<file path="config.mk">
export PLATFORM = sky130hd
export DESIGN_NAME = eq_coeff_controller_flat
export DESIGN_NICKNAME = d
export VERILOG_FILES = /design/src/rtl/eq_coeff_controller_pkg.sv /design/src/rtl/eq_coeff_controller_if.sv /design/src/rtl/eq_coeff_controller_lr_edge_detect.sv /design/src/rtl/eq_coeff_controller.sv /design/src/flat_wrapper.sv
export SDC_FILE = /design/constraint.sdc
export NUM_CORES = 1
export LEC_CHECK = 0
export BUFFER_PORTS_ARGS = -buffer_cell sky130_fd_sc_hd__buf_4
export CAP_MARGIN = 20
export CELL_PAD_IN_SITES_DETAIL_PLACEMENT = 0
export CELL_PAD_IN_SITES_GLOBAL_PLACEMENT = 1
export CORE_MARGIN = 3
export CORE_UTILIZATION = 40
export DETAILED_ROUTE_END_ITERATION = 6
export GPL_TIMING_DRIVEN = 0
export HOLD_SLACK_MARGIN = 0.03
export PLACE_DENSITY_LB_ADDON = 0.3
export SLEW_MARGIN = 20
export SYNTH_ARGS = -nofsm -noshare
export SYNTH_HDL_FRONTEND = slang
export SYNTH_HIERARCHICAL = 1
export SYNTH_SLANG_ARGS = --single-unit
</file>
<file path="constraint.sdc">
create_clock -name clk -period 19.5 [get_ports clk]
set_input_delay 1.95 -clock clk [delete_from_list [all_inputs] [get_ports clk]]
set_output_delay 1.95 -clock clk [all_outputs]
set_load 0.01 [all_outputs]
</file>
<file path="src/rtl/eq_coeff_controller_pkg.sv">
// Shared types and constants for the equalizer coefficient controller.
// Coefficients are Q2.14; each band holds b0, b1, b2, a1, a2 in that order.
package eq_pkg;

  localparam int COEFF_W         = 16;
  localparam int NUM_BANDS       = 3;
  localparam int COEFFS_PER_BAND = 5;
  localparam int NUM_COEFFS      = NUM_BANDS * COEFFS_PER_BAND;
  localparam logic signed [COEFF_W-1:0] Q14_ONE = 16'sh4000;

  typedef enum logic [2:0] {B0, B1, B2, A1, A2} coeff_idx_e;

  typedef enum logic [1:0] {IDLE, CHECK, ARMED, COMMIT} eq_ctrl_state_e;

  // Passthrough biquad: b0 = 1.0, everything else zero.
  function automatic logic [COEFF_W-1:0] passthrough_coeff(input int idx);
    return ((idx % COEFFS_PER_BAND) == int'(B0)) ? Q14_ONE : '0;
  endfunction

  // Stability triangle test, widened by two bits so 1.0 + a2 cannot overflow.
  function automatic logic band_unstable(input logic [COEFF_W-1:0] a1,
                                         input logic [COEFF_W-1:0] a2);
    logic signed [COEFF_W+1:0] a1_x;
    logic signed [COEFF_W+1:0] a2_x;
    logic signed [COEFF_W+1:0] a1_abs;
    logic signed [COEFF_W+1:0] one_x;
    a1_x   = {{2{a1[COEFF_W-1]}}, a1};
    a2_x   = {{2{a2[COEFF_W-1]}}, a2};
    one_x  = {2'b00, Q14_ONE};
    a1_abs = a1_x[COEFF_W+1] ? -a1_x : a1_x;
    return (a2_x >= one_x) || (a2_x <= -one_x) || (a1_abs >= (one_x + a2_x));
  endfunction

endpackage

</file>
<file path="src/rtl/eq_coeff_controller_if.sv">
// Configuration write port and commit handshake between the MCU config receiver and the controller.
// commit_err is present only when EQ_STABILITY_CHECK_EN is defined.
interface eq_coeff_controller_if #(
  parameter int COEFF_W = eq_pkg::COEFF_W
);
  logic               cfg_valid;
  logic [3:0]         cfg_addr;
  logic [COEFF_W-1:0] cfg_data;
  logic               cfg_ready;
  logic               commit_req;
  logic               busy;
  logic               commit_done;
`ifdef EQ_STABILITY_CHECK_EN
  logic               commit_err;
`endif
  logic               addr_err;

  modport master (
    output cfg_valid, cfg_addr, cfg_data, commit_req,
    input  cfg_ready, busy, commit_done,
`ifdef EQ_STABILITY_CHECK_EN
    input  commit_err,
`endif
    input  addr_err
  );

  modport slave (
    input  cfg_valid, cfg_addr, cfg_data, commit_req,
    output cfg_ready, busy, commit_done,
`ifdef EQ_STABILITY_CHECK_EN
    output commit_err,
`endif
    output addr_err
  );

endinterface

</file>
<file path="src/rtl/eq_coeff_controller_lr_edge_detect.sv">
// Purpose: bring l_r_clk into the clk domain and flag every sample boundary (both edges).
// Latency: toggle to lr_edge in 2-3 clk edges. Backpressure: none, free-running.
module lr_edge_detect (
  input  logic clk,
  input  logic reset,
  input  logic l_r_clk,
  output logic lr_edge
);

  logic sync_meta;
  logic sync_out;
  logic sync_prev;

  always_ff @(posedge clk) begin
    if (!reset) begin
      sync_meta <= 1'b0;
      sync_out  <= 1'b0;
      sync_prev <= 1'b0;
    end else begin
      sync_meta <= l_r_clk;
      sync_out  <= sync_meta;
      sync_prev <= sync_out;
    end
  end

  assign lr_edge = sync_out ^ sync_prev;

endmodule

</file>
<file path="src/rtl/eq_coeff_controller.sv">
// Purpose: shadow/active coefficient banks; commit copies shadow to active on an l_r_clk boundary. Optional EQ_STABILITY_CHECK_EN.
// Latency: write lands in shadow next edge; l_r_clk toggle to new coeff_out within 5 clk cycles.
// Backpressure: cfg_ready low outside IDLE, freezing the shadow bank while a commit is in flight.
module eq_coeff_controller #(
  parameter int NUM_BANDS = eq_pkg::NUM_BANDS,
  parameter int COEFF_W   = eq_pkg::COEFF_W
) (
  input  logic                                                  clk,
  input  logic                                                  reset,
  input  logic                                                  l_r_clk,
  eq_coeff_controller_if.slave                                  cfg,
  output logic [NUM_BANDS*eq_pkg::COEFFS_PER_BAND*COEFF_W-1:0]  coeff_out
);
  import eq_pkg::*;

  localparam int NC = NUM_BANDS * COEFFS_PER_BAND;
  localparam int BW = (NUM_BANDS > 1) ? $clog2(NUM_BANDS) : 1;

  typedef logic [COEFF_W-1:0] word_t;

  eq_ctrl_state_e state_q;
  eq_ctrl_state_e state_d;
  word_t          shadow_q [NC];
  word_t          active_q [NC];
  logic           lr_edge;
  logic           cfg_ready_c;
  logic           wr_fire;
  logic           wr_addr_ok;
  logic           commit_done_q;
  logic           addr_err_q;

  lr_edge_detect u_lr_edge (
    .clk     (clk),
    .reset   (reset),
    .l_r_clk (l_r_clk),
    .lr_edge (lr_edge)
  );

  assign wr_fire    = cfg.cfg_valid && cfg_ready_c;
  assign wr_addr_ok = (32'(cfg.cfg_addr) < NC);

`ifdef EQ_STABILITY_CHECK_EN
  logic [BW-1:0] band_cnt_q;
  logic          chk_fail_q;
  logic          band_bad;
  logic          last_band;
  logic          commit_err_q;
  word_t         chk_a1;
  word_t         chk_a2;

  always_comb begin
    chk_a1 = '0;
    chk_a2 = '0;
    for (int b = 0; b < NUM_BANDS; b++) begin
      if (band_cnt_q == BW'(b)) begin
        chk_a1 = shadow_q[b*COEFFS_PER_BAND + int'(A1)];
        chk_a2 = shadow_q[b*COEFFS_PER_BAND + int'(A2)];
      end
    end
  end

  assign band_bad  = band_unstable(chk_a1, chk_a2);
  assign last_band = (band_cnt_q == BW'(NUM_BANDS - 1));

  always_ff @(posedge clk) begin
    if (!reset) begin
      band_cnt_q   <= '0;
      chk_fail_q   <= 1'b0;
      commit_err_q <= 1'b0;
    end else begin
      commit_err_q <= (state_q == CHECK) && last_band && (chk_fail_q || band_bad);
      if (state_q == CHECK) begin
        band_cnt_q <= band_cnt_q + 1'b1;
        chk_fail_q <= chk_fail_q | band_bad;
      end else begin
        band_cnt_q <= '0;
        chk_fail_q <= 1'b0;
      end
    end
  end

  assign cfg.commit_err = commit_err_q;
`endif

  always_ff @(posedge clk) begin
    if (!reset) begin
      state_q <= IDLE;
    end else begin
      state_q <= state_d;
    end
  end

  always_comb begin
    state_d     = state_q;
    cfg_ready_c = 1'b0;
    unique case (state_q)
      IDLE: begin
        cfg_ready_c = 1'b1;
        if (cfg.commit_req) begin
`ifdef EQ_STABILITY_CHECK_EN
          state_d = CHECK;
`else
          state_d = ARMED;
`endif
        end
      end
      CHECK: begin
`ifdef EQ_STABILITY_CHECK_EN
        if (last_band) begin
          state_d = (chk_fail_q || band_bad) ? IDLE : ARMED;
        end
`else
        state_d = IDLE;
`endif
      end
      ARMED: begin
        if (lr_edge) begin
          state_d = COMMIT;
        end
      end
      COMMIT:  state_d = IDLE;
      default: state_d = IDLE;
    endcase
  end

  // A write and a commit request in the same IDLE cycle both land: the
  // shadow updates on this edge and the commit sees the new word.
  always_ff @(posedge clk) begin
    if (!reset) begin
      for (int i = 0; i < NC; i++) begin
        shadow_q[i] <= word_t'(passthrough_coeff(i));
        active_q[i] <= word_t'(passthrough_coeff(i));
      end
      commit_done_q <= 1'b0;
      addr_err_q    <= 1'b0;
    end else begin
      commit_done_q <= (state_q == COMMIT);
      addr_err_q    <= wr_fire && !wr_addr_ok;
      if (wr_fire && wr_addr_ok) begin
        shadow_q[cfg.cfg_addr] <= cfg.cfg_data;
      end
      if (state_q == COMMIT) begin
        for (int i = 0; i < NC; i++) begin
          active_q[i] <= shadow_q[i];
        end
      end
    end
  end

  always_comb begin
    coeff_out = '0;
    for (int i = 0; i < NC; i++) begin
      coeff_out[i*COEFF_W +: COEFF_W] = active_q[i];
    end
  end

  assign cfg.cfg_ready   = cfg_ready_c;
  assign cfg.busy        = (state_q != IDLE);
  assign cfg.commit_done = commit_done_q;
  assign cfg.addr_err    = addr_err_q;

endmodule

</file>
<file path="src/flat_wrapper.sv">
// flat-port wrapper written by rule: the top's interface ports become plain ports
module eq_coeff_controller_flat import eq_pkg::*;
#(
  parameter int NUM_BANDS = eq_pkg::NUM_BANDS,
  parameter int COEFF_W   = eq_pkg::COEFF_W
)
  (clk, reset, l_r_clk, coeff_out, cfg_cfg_valid, cfg_cfg_addr, cfg_cfg_data, cfg_commit_req, cfg_cfg_ready, cfg_busy, cfg_commit_done, cfg_addr_err);
  eq_coeff_controller_if #(.COEFF_W(COEFF_W)) cfg_i ();
  input  logic clk;
  input  logic reset;
  input  logic l_r_clk;
  output logic [NUM_BANDS*eq_pkg::COEFFS_PER_BAND*COEFF_W-1:0] coeff_out;
  input wire logic [$bits(cfg_i.cfg_valid)-1:0] cfg_cfg_valid;
  input wire logic [$bits(cfg_i.cfg_addr)-1:0] cfg_cfg_addr;
  input wire logic [$bits(cfg_i.cfg_data)-1:0] cfg_cfg_data;
  input wire logic [$bits(cfg_i.commit_req)-1:0] cfg_commit_req;
  output wire logic [$bits(cfg_i.cfg_ready)-1:0] cfg_cfg_ready;
  output wire logic [$bits(cfg_i.busy)-1:0] cfg_busy;
  output wire logic [$bits(cfg_i.commit_done)-1:0] cfg_commit_done;
  output wire logic [$bits(cfg_i.addr_err)-1:0] cfg_addr_err;
  assign cfg_i.cfg_valid = cfg_cfg_valid;
  assign cfg_i.cfg_addr = cfg_cfg_addr;
  assign cfg_i.cfg_data = cfg_cfg_data;
  assign cfg_i.commit_req = cfg_commit_req;
  assign cfg_cfg_ready = cfg_i.cfg_ready;
  assign cfg_busy = cfg_i.busy;
  assign cfg_commit_done = cfg_i.commit_done;
  assign cfg_addr_err = cfg_i.addr_err;
  eq_coeff_controller #(.NUM_BANDS(NUM_BANDS), .COEFF_W(COEFF_W)) u_core (.clk(clk), .reset(reset), .l_r_clk(l_r_clk), .cfg(cfg_i), .coeff_out(coeff_out));
endmodule
</file>
==> results.json, run 1 <==
{
  "netlist_instances": 1168,
  "synth_seq_cells": 487,
  "post_layout_nonfiller_instances": 2134,
  "die_x_microns": 221,
  "io_pins": 269,
  "hpwl_microns": 33400,
  "hp-class": "flop to flop",
  "grt_max_degree": 63,
  "avgRoutedWirePerCell_microns": 22.5,
  "syn_nets": 1193,
  "rsz0062_at_grt": "false",
  "worstHoldPathCells": 1,
  "grt_pass1_wl_microns": 70200,
  "drt-initial-drc-count": 890,
  "fin_crit_sh_pct": 20.0,
  "initial_core_util_pct": 40.7,
  "dp_cells": 2046,
  "yosys_warnings": 6,
  "critical-path-max-stage-delay_ns": 0.58,
  "dieArea_sq_mm": 0.0488,
  "wirelength_microns": 48000,
  "end_kind": "flop",
  "crit_path_max_fanout": 61,
  "crit_arrival_ns": 4.20,
  "via_count": 10700,
  "achievable-frequency_mhz": 256,
  "maxSlewHeadroom_pct": 42.8,
  "power_density_mw_per_mm2": 97.0,
  "cts_root_buffer": "clkbuf_16",
  "cts.hold.buffers_added": 0,
  "gp_congestion": 0.786,
  "clk_pin_slew_worst_paths_ns": 0.06,
  "cap_violations": 0,
  "clock_latency_ns": 0.59,
  "cp-start-kind": "primary input",
  "status": "finished clean",
  "synth_top_area_share_pct": 78.0,
  "final.setup_skew_ns": 0.0148,
  "cts.sinks": 487,
  "tightestPinTransition_ns": 0.858,
  "criticalPathCategory": "primary input to flop",
  "grt_pass1_vias": 10800,
  "drv_slew": 0,
  "die_height_microns": 221,
  "period_needed_ns": 3.90,
  "synth.distinct_cells": 34,
  "cts.repair.resized": 0,
  "crit_path_top_delay_cell": "clkbuf_2",
  "overflow": 0,
  "setup_viol": 0,
  "tns_ns": 0,
  "firstDrtPassIters": 5,
  "whs_ns": 0.447,
  "post_cts_buffers": 0,
  "cts_tree": "done",
  "cp.required_ns": 19.80,
  "synthTopCellsByArea": "edfxtp_1, and2_1, nor3_1",
  "timing.final.hold_violations": 0,
  "viasPerCell": 5.01,
  "netlist_area_sq_mm": 0.0185,
  "synth_seq_area_share_pct": 78.7,
  "core-area_sq_mm": 0.0455,
  "avgSynthCellArea_sq_um": 15.8,
  "io_buffers": 268,
  "drc": 0,
  "syn_to_final_growth_pct": 25.1,
  "vdd_drop_max_mv": 0.0582,
  "synth_top_area_cell": "edfxtp_1",
  "grt_use_total_pct": 19.4,
  "path_cells": "buf_4, buf_4, clkbuf_1, clkbuf_2, nand2_4, buf_16, buf_16",
  "grt_antenna_before_repair": 0,
  "reg2reg_depth": 4,
  "ant_nets": 0,
  "fin_total_pwr_uw": 2240,
  "p_leak_uw": 0.00846,
  "clockBufferDepth": 3,
  "rows": 78,
  "nNetsFinal": 1522,
  "h-tree-depth": 2,
  "numCtsBuffers": 49,
  "drive_gt1_share_pct": 27.6
}
[synth_stat cells]
cell / instances
and2_1: 239
and2_2: 1
and3_1: 1
and4b_1: 1
buf_1: 4
buf_2: 29
buf_4: 3
buf_6: 1
clkbuf_1: 49
clkbuf_2: 9
dfxtp_1: 7
edfxtp_1: 480
inv_1: 17
nand2_1: 3
nand2_2: 1
nand2b_1: 7
nand3b_1: 32
nand4b_2: 2
nand4bb_1: 2
nand4bb_4: 1
nor2_1: 2
nor3_1: 228
nor3_2: 10
nor3b_1: 1
o21ai_0: 5
o31ai_1: 10
or2_1: 1
or2_2: 1
or3_1: 1
or3b_1: 13
or3b_2: 3
or4_1: 2
or4b_1: 1
xor2_1: 1
[worst paths after layout]
path	start	slack, ns	end
min	u_core/u_lr_edge/sync_meta$_SDFF_PN0_	0.45	u_core/u_lr_edge/sync_out$_SDFF_PN0_
max	reset	15.60	u_core/active_q[1][59]$_SDFFCE_PN0P_
max reg2reg	u_core/state_q[0]$_SDFFE_PN0P_	17.17	u_core/shadow_q[4][3]$_SDFFCE_PN0P_
min reg2reg	u_core/u_lr_edge/sync_meta$_SDFF_PN0_	0.45	u_core/u_lr_edge/sync_out$_SDFF_PN0_
[kinds of logic after synthesis]
group	synth area share (%)
xor gates and xnor gates	0.0474
AOI/OAI and AO/OA	0.541
DFF	78.7
and+or+nand+nor	18.1
buffers and inverters	2.63
[power by group]
group / switching [uW] / internal [uW]
logic: 92.9 / 46.8
registers: 14.1 / 1190
clock network: 385 / 514
total: 492 / 1750
[critical path, delay by kind of cell]
family | cells | cell delay (ns)
simple gates | 1 | 0.41
buf+inv | 6 | 1.79
[layout by cell type, fill, tap and decap left out, types with 2 or more instances in the layout]
cell type	synthesis	final
nand3b_1	32	32
nand2b_1	7	7
or3b_2	3	3
buf_6	1	7
clkinvlp_4	0	2
buf_2	29	29
buf_16	0	4
inv_1	17	17
nand2_1	3	2
or4_1	2	2
clkinv_8	0	2
edfxtp_1	480	480
clkbuf_2	9	10
buf_1	4	4
or3b_1	13	13
and2_1	239	239
clkinv_1	0	12
clkbuf_1	49	56
nand4b_2	2	2
o31ai_4	0	10
buf_4	3	271
clkinv_2	0	8
nand4bb_1	2	2
nor3_2	10	10
nor3_1	228	228
clkbuf_16	0	49
nor2_1	2	2
o21ai_2	0	5
dfxtp_1	7	7
bufinv_16	0	4
[per-stage QoR]
step | utilization [%] | worst slack (ns) | area, sq um
after floorplan | - | 11.12 | 18500
after CTS | 50.8 | 15.59 | 23100
after global placement | 46.7 | 8.09 | 21300
after global routing | 50.8 | 15.45 | 23100
final | 50.8 | 15.60 | 23100
after detailed placement | 47.5 | 14.97 | 21600
[final cells by class]
| type | instances | area, sq um |
|---|---|---|
| clock inverter | 30 | 270 |
| timing repair buffer | 278 | 2190 |
| fill | 3876 | 22400 |
| inverter | 17 | 63.8 |
| multi-input combinational | 569 | 3610 |
| buffer | 95 | 424 |
| tap | 600 | 751 |
| antenna | 1 | 2.50 |
| clock buffer | 57 | 1260 |
| sequential | 487 | 14600 |
[layer usage]
layer | routed length [microns] | vias to the layer above | track usage (%)
li1 | - | 4968 | -
met4 | 1820 | 0 | 7.58
met3 | 3330 | 106 | 4.47
met5 | 0 | - | 0
met1 | 20400 | 5216 | 26.1
met2 | 22500 | 408 | 30.9
[sequential cells by signal, summed over array words and instances, names as in the netlist]
signal and cells:
u_core/active_q 240, u_core/cfg.addr_err 1, u_core/cfg.commit_done 1, u_core/shadow_q 240, u_core/state_q 2, u_core/u_lr_edge/sync_meta 1
u_core/u_lr_edge/sync_out 1, u_core/u_lr_edge/sync_prev 1
No activity file was read; power rests on OpenSTA's default activity.
==> inputs of run 2 (changes only) <==
clock period = 3.7 ns   (was 19.5 ns; I/O delays follow)
==> run 2 against run 1 <==
  * Total power rose to 5.3 times the previous value
  * Core utilization is 0.082 points higher
  * Register-to-register slack got worse by 16 ns
==> results.json, run 2 (same netlist as run 1, synthesis figures left out) <==
{
  "fin_total_pwr_uw": 11900,
  "crit_path_top_delay_cell": "clkbuf_2",
  "rsz0062_at_grt": "false",
  "clkPwrFrac_pct": 40.2,
  "ant_nets": 0,
  "setup_viol": 0,
  "vdd_drop_max_mv": 0.327,
  "grt_antenna_before_repair": 0,
  "grt_pass1_vias": 10700,
  "viasPerCell": 4.98,
  "end_kind": "flop",
  "io_buffers": 268,
  "layout_common_cells": "edfxtp_1, buf_4, and2_1, nor3_1, clkbuf_1",
  "overflow": 0,
  "post_layout_nonfiller_instances": 2137,
  "nNetsFinal": 1525,
  "critical-path-max-stage-delay_ns": 0.61,
  "power.internal_uw": 9260,
  "cts_root_buffer": "clkbuf_16",
  "ff_latch_area_sq_mm": 0.0146,
  "clock_latency_ns": 0.59,
  "drc": 0,
  "die_x_microns": 221,
  "cap_violations": 0,
  "avgRoutedWirePerCell_microns": 22.5,
  "drive_gt1_share_pct": 27.5,
  "timing.final.hold_violations": 0,
  "p_leak_uw": 0.00849,
  "hpwl_microns": 33300,
  "wirelength_microns": 48100,
  "power_frac_comb_pct": 6.2,
  "via_count": 10600,
  "cts.repair.resized": 0,
  "cts_tree": "done",
  "tns_ns": 0,
  "multi_input_area_sq_mm": 0.00362,
  "final.setup_skew_ns": 0.0232,
  "power_density_mw_per_mm2": 512,
  "h-tree-depth": 2,
  "cts.sinks": 487,
  "status": "finished clean",
  "crit_arrival_ns": 3.33,
  "core-area_sq_mm": 0.0455,
  "clk_pin_slew_worst_paths_ns": 0.06,
  "post-place-ws_ns": 0.595,
  "sw_frac_of_total_pct": 21.9,
  "num_antenna_cells": 0,
  "top_regs": "u_core/active_q (240), u_core/shadow_q (240), u_core/state_q (2)",
  "finalWorstSetupSlack_ns": 0.671,
  "criticalPathCategory": "primary input to flop",
  "dieArea_sq_mm": 0.0488,
  "rows": 78,
  "achievable-frequency_mhz": 330,
  "path_cells": "dlygate4sd3_1, buf_4, buf_4, clkbuf_1, clkbuf_2, nand2_8, buf_16, buf_16",
  "drt-initial-drc-count": 825,
  "cp-start-kind": "primary input",
  "period_needed_ns": 3.03,
  "syn_to_final_growth_pct": 25.3,
  "grt_use_total_pct": 19.5,
  "io_pins": 269,
  "hp-class": "primary input to flop",
  "maxSlewHeadroom_pct": 45.5,
  "initial_core_util_pct": 40.7,
  "firstDrtPassIters": 5,
  "cp.required_ns": 4.00,
  "fin_crit_sh_pct": 81.9,
  "tightestPinTransition_ns": 0.818,
  "dp_cells": 2047,
  "clockBufferDepth": 3,
  "die_height_microns": 221,
  "gp_congestion": 0.783,
  "grt_max_degree": 72,
  "p_switching_uw": 2600,
  "whs_ns": 0.0915,
  "nFillCells": 3907,
  "grt_pass1_wl_microns": 70400,
  "numCtsBuffers": 48,
  "mostFrequentLayoutCell": "edfxtp_1",
  "drv_slew": 0,
  "crit_path_max_fanout": 71,
  "p_seq_share_pct": 53.6
}
## run 2: path summary, 6_finish.rpt
kind	start	to	slack, ns	cells after the start
worst max register to register	u_core/state_q[0]$_SDFFE_PN0P_	u_core/shadow_q[1][5]$_SDFFCE_PN0P_	1.33	4
worst max-delay path	reset	u_core/active_q[0][123]$_SDFFCE_PN0P_	0.67	8
worst min-delay path	cfg_commit_req	u_core/state_q[1]$_SDFFE_PN0P_	0.09	3
worst min register to register	u_core/u_lr_edge/sync_meta$_SDFF_PN0_	u_core/u_lr_edge/sync_out$_SDFF_PN0_	0.43	1
## run 2: worst max-delay path: cells and delay by family
kind,cells,cell delay [ns]
buf+inv,7,2.46
simple gates,1,0.40
## run 2: cell type report
cell class	count	share of cell area [%]
plain buffers	95	1.83
well taps	600	3.24
clock buffers	60	5.52
repair buffers	282	9.56
clock inverters	27	1.10
flip-flops and latches	487	62.8
multi-input cells	569	15.6
inverters	17	0.275
## run 2: metrics by stage
stage | util, % | cell area [sq um]
floorplan | - | 18500
global placement | 46.7 | 21300
detailed placement | 47.5 | 21600
CTS | 50.9 | 23200
global route | 50.9 | 23200
finish | 50.9 | 23200
## run 2: power by group through the flow
stage                     Combinational [uW]  Sequential (uW)  Clock (uW)
final                                    737             6350        4770
after global routing                     787             6370        5110
after CTS                                743             6360        4880
after floorplan                          264             6510           0
after global placement                   689             6490           0
after detailed placement                 738             6470           0
## run 2: repair_timing
action	4_1_cts	5_1_grt
hold endpoints to repair	2	0
setup buffers	0	0
hold buffers	3	0
## run 2: routing by layer
layer  vias to the layer above  wire length (microns)  share of wire (%)  GRT usage, %
li1                       4966                      -                  -             -
met1                      5255                  20900                 43          26.7
met2                       342                  23100                 48          31.6
met3                        72                   2870                6.0          3.93
met4                         0                   1280                2.7          5.90
met5                         -                      0                  0             0
